### src/rtl/fetch_pkg.sv
// Shared types and default widths for the dual-issue fetch stage.
package fetch_pkg;

   localparam int FETCH_ADDR_W  = 10;
   localparam int FETCH_INSTR_W = 32;

   typedef struct packed {
      logic [FETCH_INSTR_W-1:0] instr1;
      logic [FETCH_INSTR_W-1:0] instr2;
      logic [FETCH_ADDR_W-1:0]  pc1;
      logic [FETCH_ADDR_W-1:0]  pc2;
   } fetch_pair_t;

   typedef enum logic [1:0] {BOOT, RUN, FULL, FLUSH} fetch_state_t;

endpackage

### src/rtl/fetch_pair_fifo.sv
// DEPTH-entry FIFO of instruction pairs; clear dominates push and pop.
module fetch_pair_fifo
   import fetch_pkg::*;
#(
   parameter int DEPTH = 4
) (
   input  logic                     clk,
   input  logic                     rst_n,
   input  logic                     push,
   input  fetch_pair_t              push_data,
   input  logic                     pop,
   input  logic                     clear,
   output logic [$clog2(DEPTH):0]   count,
   output logic                     empty,
   output fetch_pair_t              head
);

   localparam int PTR_W = $clog2(DEPTH);

   fetch_pair_t      mem [DEPTH];
   logic [PTR_W-1:0] wr_ptr;
   logic [PTR_W-1:0] rd_ptr;

   // Storage is reset so the head reads as zero straight out of reset.
   always_ff @(posedge clk or negedge rst_n) begin
      if (!rst_n) begin
         wr_ptr <= '0;
         rd_ptr <= '0;
         count  <= '0;
         for (int i = 0; i < DEPTH; i++) mem[i] <= '0;
      end else if (clear) begin
         wr_ptr <= '0;
         rd_ptr <= '0;
         count  <= '0;
      end else begin
         if (push) begin
            mem[wr_ptr] <= push_data;
            wr_ptr      <= wr_ptr + 1'b1;
         end
         if (pop) rd_ptr <= rd_ptr + 1'b1;
         case ({push, pop})
            2'b10:   count <= count + 1'b1;
            2'b01:   count <= count - 1'b1;
            default: ;
         endcase
      end
   end

   assign empty = (count == '0);
   assign head  = mem[rd_ptr];

endmodule

### src/rtl/fetch_unit.sv
// Dual-issue fetch stage: owns the PC, drives ROM pair addresses, buffers pairs for decode.
// Optional performance counters are enabled with FETCH_PERF_EN.
module fetch_unit
   import fetch_pkg::*;
#(
   parameter int ADDR_W  = FETCH_ADDR_W,
   parameter int INSTR_W = FETCH_INSTR_W,
   parameter int DEPTH   = 4
) (
   input  logic               clk,
   input  logic               rst_n,
   output logic [ADDR_W-1:0]  rom_addr1,
   output logic [ADDR_W-1:0]  rom_addr2,
   input  logic [INSTR_W-1:0] rom_instr1,
   input  logic [INSTR_W-1:0] rom_instr2,
   input  logic               redirect_valid,
   input  logic [ADDR_W-1:0]  redirect_pc,
   output logic               out_valid,
   input  logic               out_ready,
   output logic [INSTR_W-1:0] out_instr1,
   output logic [INSTR_W-1:0] out_instr2,
   output logic [ADDR_W-1:0]  out_pc1,
   output logic [ADDR_W-1:0]  out_pc2
`ifdef FETCH_PERF_EN
   ,
   output logic [31:0]        perf_stall_cnt,
   output logic [31:0]        perf_redirect_cnt
`endif
);

   localparam int               CNT_W   = $clog2(DEPTH) + 1;
   localparam logic [CNT_W:0]   DEPTH_C = (CNT_W+1)'(DEPTH);

   fetch_state_t      state;
   logic [ADDR_W-1:0] pc;
   logic [ADDR_W-1:0] req_pc;
   logic              inflight;
   logic [CNT_W-1:0]  count;
   logic              empty;
   logic              push;
   logic              pop;
   logic              issue;
   logic [CNT_W:0]    used_now;
   logic [CNT_W:0]    used_next;
   fetch_pair_t       push_data;
   fetch_pair_t       head;

   assign rom_addr1 = pc;
   assign rom_addr2 = pc + 1'b1;

   // Credit = buffered pairs plus the one request that may still be in the ROM.
   assign used_now  = {1'b0, count} + (CNT_W+1)'(inflight);
   assign issue     = (state == RUN) && (used_now < DEPTH_C);
   assign push      = inflight && !redirect_valid;
   assign pop       = out_valid && out_ready;
   assign used_next = {1'b0, count} + (CNT_W+1)'(push) - (CNT_W+1)'(pop) + (CNT_W+1)'(issue);

   assign push_data.instr1 = rom_instr1;
   assign push_data.instr2 = rom_instr2;
   assign push_data.pc1    = req_pc;
   assign push_data.pc2    = req_pc + 1'b1;

   always_ff @(posedge clk or negedge rst_n) begin
      if (!rst_n) begin
         state    <= BOOT;
         pc       <= '0;
         req_pc   <= '0;
         inflight <= 1'b0;
      end else if (redirect_valid) begin
         state    <= FLUSH;
         pc       <= redirect_pc;
         inflight <= 1'b0;
      end else begin
         inflight <= issue;
         if (issue) begin
            pc     <= pc + ADDR_W'(2);
            req_pc <= pc;
         end
         case (state)
            BOOT, FLUSH: state <= RUN;
            default:     state <= (used_next < DEPTH_C) ? RUN : FULL;
         endcase
      end
   end

   fetch_pair_fifo #(.DEPTH(DEPTH)) u_fifo (
      .clk       (clk),
      .rst_n     (rst_n),
      .push      (push),
      .push_data (push_data),
      .pop       (pop),
      .clear     (redirect_valid),
      .count     (count),
      .empty     (empty),
      .head      (head)
   );

   assign out_valid  = !empty;
   assign out_instr1 = head.instr1;
   assign out_instr2 = head.instr2;
   assign out_pc1    = head.pc1;
   assign out_pc2    = head.pc2;

`ifdef FETCH_PERF_EN
   function automatic logic [31:0] sat_inc(input logic [31:0] v);
      return (v == 32'hFFFF_FFFF) ? v : v + 32'd1;
   endfunction

   always_ff @(posedge clk or negedge rst_n) begin
      if (!rst_n) begin
         perf_stall_cnt    <= '0;
         perf_redirect_cnt <= '0;
      end else begin
         if (state == FULL || (out_valid && !out_ready))
            perf_stall_cnt <= sat_inc(perf_stall_cnt);
         if (redirect_valid)
            perf_redirect_cnt <= sat_inc(perf_redirect_cnt);
      end
   end
`endif

endmodule

### config.mk
export PLATFORM = sky130hd
export DESIGN_NAME = fetch_unit
export DESIGN_NICKNAME = d
export VERILOG_FILES = /design/src/rtl/fetch_pkg.sv /design/src/rtl/fetch_pair_fifo.sv /design/src/rtl/fetch_unit.sv
export SDC_FILE = /design/constraint.sdc
export NUM_CORES = 1
export LEC_CHECK = 0
export CORE_MARGIN = 4
export CORE_UTILIZATION = 55
export CTS_BUF_LIST = sky130_fd_sc_hd__clkbuf_4 sky130_fd_sc_hd__clkbuf_8 sky130_fd_sc_hd__clkbuf_16
export DETAILED_ROUTE_END_ITERATION = 16
export PLACE_DENSITY = 0.81
export SYNTH_ARGS = -nofsm -noshare
export SYNTH_HDL_FRONTEND = slang
export SYNTH_SLANG_ARGS = --single-unit
### constraint.sdc
create_clock -name clk -period 4.1 [get_ports clk]
set_clock_uncertainty 0.2 [all_clocks]
set_input_delay 1.23 -clock clk [delete_from_list [all_inputs] [get_ports clk]]
set_output_delay 1.23 -clock clk [all_outputs]
set_load 0.1 [all_outputs]
==> run_results.csv, run 1 <==
group,metric,value,unit
setup_path,end_kind,"output pin",
clocking,cts.sinks,366,
route,finalWirelength,33810,um
route,drc,0,
clocking,post_cts_buffers,0,
sta,timing.hold.ws,278.3,ps
setup_path,crit_start,"u_fifo.rd_ptr[0]",
setup_path,cpMostUsedCell,"buf_4",
sta,fin_crit_sh,93.45,%
logic_synthesis,yosysSeqAreaShare,56.22,%
route,wl_per_cell,20.68,um
outcome,status,"finished, final reports clean",
setup_path,endpoint,"out_instr1[1]",
die,rows,62,
route,drt-vias-per-instance,5.760,
sta,worstMarginPinSlew,862.0,ps
global_route,antenna_found_initial,0,
sta,rsz0062_at_grt,"no",
clocking,worstSkewPairLatency,510,ps
setup_path,critical_path.slowest_cell,"dfrtp_4",
clocking,clk_path_buf_depth,3,
sta,relSlewSlack,42.53,%
logic_synthesis,netlist_area,0.01629,mm^2
setup_path,r2r-end,"state[0]",
logic_synthesis,synth_flop_cell,"dfrtp_1",
global_route,grt_max_degree,94,
finish,final_cell_mix,"364 x dfrtp_1, 304 x mux2_2, 84 x mux4_2",
clocking,clk_pin_slew,60,ps
sta,fin_crit,3832,ps
die,io_pins,183,
worst_hold_path,hp-class,"reg2reg",
clocking,cts_resized,0,
route,ant_nets,0,
setup_path,crit_family,"flip-flops",
global_route,first_global_vias,10356,
sta,setup_viol,0,
logic_synthesis,syn_nets,1137,
logic_synthesis,syn_area_per_cell,15.59,um^2
setup_path,cp_max_fo,18,
logic_synthesis,async_flop_share,100.0,%
clocking,cts-hold-fix-buffers,0,
route,drt-initial-drc-count,386,
setup_path,r2r_setup_slack,780,ps
setup_path,path_class,"reg2out",
finish,postLayoutCoreUtil,69.75,%
place,routabilityCongestion,0.7795,
global_route,track_usage,20.81,%
sta,finalHoldViolCount,0,
clocking,cts_tree,"yes",
sta,slew_viol_final,0,
clocking,cts_buffers,39,
place,dp_hpwl,21450,um
clocking,htreeDepth,2,
setup_path,worst_path_largest_cell_delay,670,ps
logic_synthesis,syn_inst,1045,
place,io_buffers,182,
setup_path,cp_num_buf_inv,2,
die,die_area,0.03244,mm^2
die,fp.dieW,180.1,um
die,coreArea,0.02894,mm^2
logic_synthesis,ys_ff_latch,366,
setup_path,cp.depth,3,
flow_run,maxCapViolations,0,
finish,post_route_cells_drive_above_1_share,49.36,%
sta,max_freq,261.0,MHz
global_route,grt_overflow,0,
finish,final_common_cell,"dfrtp_1",
setup_path,r2r-start,"u_fifo.count[1]",
die,fp.dieH,180.1,um
setup_path,cp.arrival,2400,ps
logic_synthesis,yosysUniqueCellTypes,39,
logic_synthesis,synth_edf_count,0,
setup_path,cp-start-kind,"register",
finish,syn2layout_area_growth,23.89,%
logic_synthesis,synth_warnings,0,
setup_path,required,2670,ps
die,initial_core_util,56.30,%
route,vias,9417,
clocking,root_buffer,"clkbuf_16",
finish,num-nets-final,1314,
setup_path,worstRegToRegCells,10,
global_route,grt_pass1_wl,55470,um
route,dr.pass1.iters,4,
setup_path,path_cells,"buf_4, mux4_2, buf_4",
[worst register-to-register path: stages (launching register included)]
cell and delay, ps:
dfrtp_1 530, ha_1 240, and3b_1 210, a32oi_4 470, ha_1 250, inv_1 40, ha_1 290, a21o_1 180
a31oi_1 140, mux2_2 350, or3_1 300
[metrics by stage]
| stage | cells | instance area, um^2 | TNS, ps | setup slack, ps |
|---|---|---|---|---|
| final | 1635 | 20180 | 0 | 268.5 |
| after detailed placement | 1565 | 18870 | 0 | 295.3 |
| after CTS | 1634 | 20180 | 0 | 181.6 |
| after global placement | 1565 | 18870 | 0 | 308.3 |
| after floorplan | 1045 | 16340 | -553.1 | -479.5 |
| after global routing | 1634 | 20180 | 0 | 128.4 |
[worst min path at each step]
stage	slack, ps	start	cells past startpoint	end
after detailed placement	270	u_fifo.mem[7]	2	u_fifo.mem[7]
after floorplan	240	u_fifo.mem[84]	2	u_fifo.mem[84]
final	280	u_fifo.mem[175]	2	u_fifo.mem[175]
after global placement	260	u_fifo.mem[91]	2	u_fifo.mem[91]
after global routing	300	u_fifo.mem[91]	2	u_fifo.mem[91]
after CTS	280	u_fifo.mem[7]	2	u_fifo.mem[7]
[sequential cells by signal, summed over array words and instances (netlist names)]
name and cells:
req_pc 10, u_fifo.wr_ptr 2, u_fifo.rd_ptr 2, inflight 1, rom_addr1 10, state 2
u_fifo.count 3, u_fifo.mem 336
[cells by family (layout without fill, tap and decap cells)]
logic type / after synthesis / count (layout) / synth area share (%)
AOI/OAI and AO/OA: 58 / 58 / 2.151
xor gates and xnor gates: 23 / 23 / 1.237
adders and majority gates: 14 / 14 / 1.121
buffers and inverters: 84 / 289 / 2.719
DFF: 366 / 366 / 56.22
muxes: 400 / 400 / 33.64
other: 0 / 1 / 0
and+or+nand+nor: 100 / 100 / 2.911
[layout make-up]
| cell class | instances | area [um^2] |
|---|---|---|
| well taps | 384 | 480.5 |
| clock inverters | 5 | 43.79 |
| clock buffers | 64 | 1262 |
| fillers | 1921 | 8753 |
| multi-input cells | 595 | 6764 |
| flip-flops and latches | 366 | 9166 |
| diodes | 1 | 2.502 |
| repair buffers | 210 | 2425 |
| inverters | 10 | 37.54 |
[synth_stat cells (2+ instances only)]
cell type / count / area, um^2
a31oi_1: 7 / 43.79
and2_1: 2 / 12.51
and4_1: 2 / 17.52
buf_1: 6 / 22.52
buf_2: 45 / 225.2
buf_4: 3 / 22.52
buf_6: 8 / 90.09
clkbuf_1: 12 / 45.04
dfrtp_1: 366 / 9159
ha_1: 13 / 162.7
inv_1: 10 / 37.54
mux2_2: 304 / 3423
mux2_4: 9 / 135.1
mux2i_1: 3 / 30.03
mux4_2: 84 / 1892
nand2_1: 47 / 176.4
nand3_1: 7 / 35.03
nand4_1: 5 / 31.28
nor2_1: 19 / 71.32
nor2b_1: 2 / 12.51
o21ai_0: 42 / 210.2
o31a_1: 3 / 26.28
o31ai_1: 3 / 22.52
or3_1: 5 / 31.28
or4_1: 3 / 22.52
xnor2_1: 8 / 70.07
xor2_1: 15 / 131.4
[layer usage]
metal | track usage [%] | wire length (um)
met1 | 28.63 | 14780
met2 | 35.11 | 16980
met3 | 4.017 | 1460
met4 | 4.567 | 585
met5 | 0 | 0
Power of run 1 is left out: the tool's default activity adds up to more than one toggle a clock period on the data nets, which glitch-free logic cannot reach.
==> run 2, diff against run 1 <==
--- a/config.mk
+++ b/config.mk
@@ -10,6 +10,7 @@
 export CTS_BUF_LIST = sky130_fd_sc_hd__clkbuf_4 sky130_fd_sc_hd__clkbuf_8 sky130_fd_sc_hd__clkbuf_16
 export DETAILED_ROUTE_END_ITERATION = 16
 export PLACE_DENSITY = 0.81
+export SKIP_LAST_GASP = 1
 export SYNTH_ARGS = -nofsm -noshare
 export SYNTH_HDL_FRONTEND = slang
 export SYNTH_SLANG_ARGS = --single-unit
==> results of run 2 <==
Final layout, timing and power as in run 1 (identical DEF).
Power of run 2 is left out for the same reason.
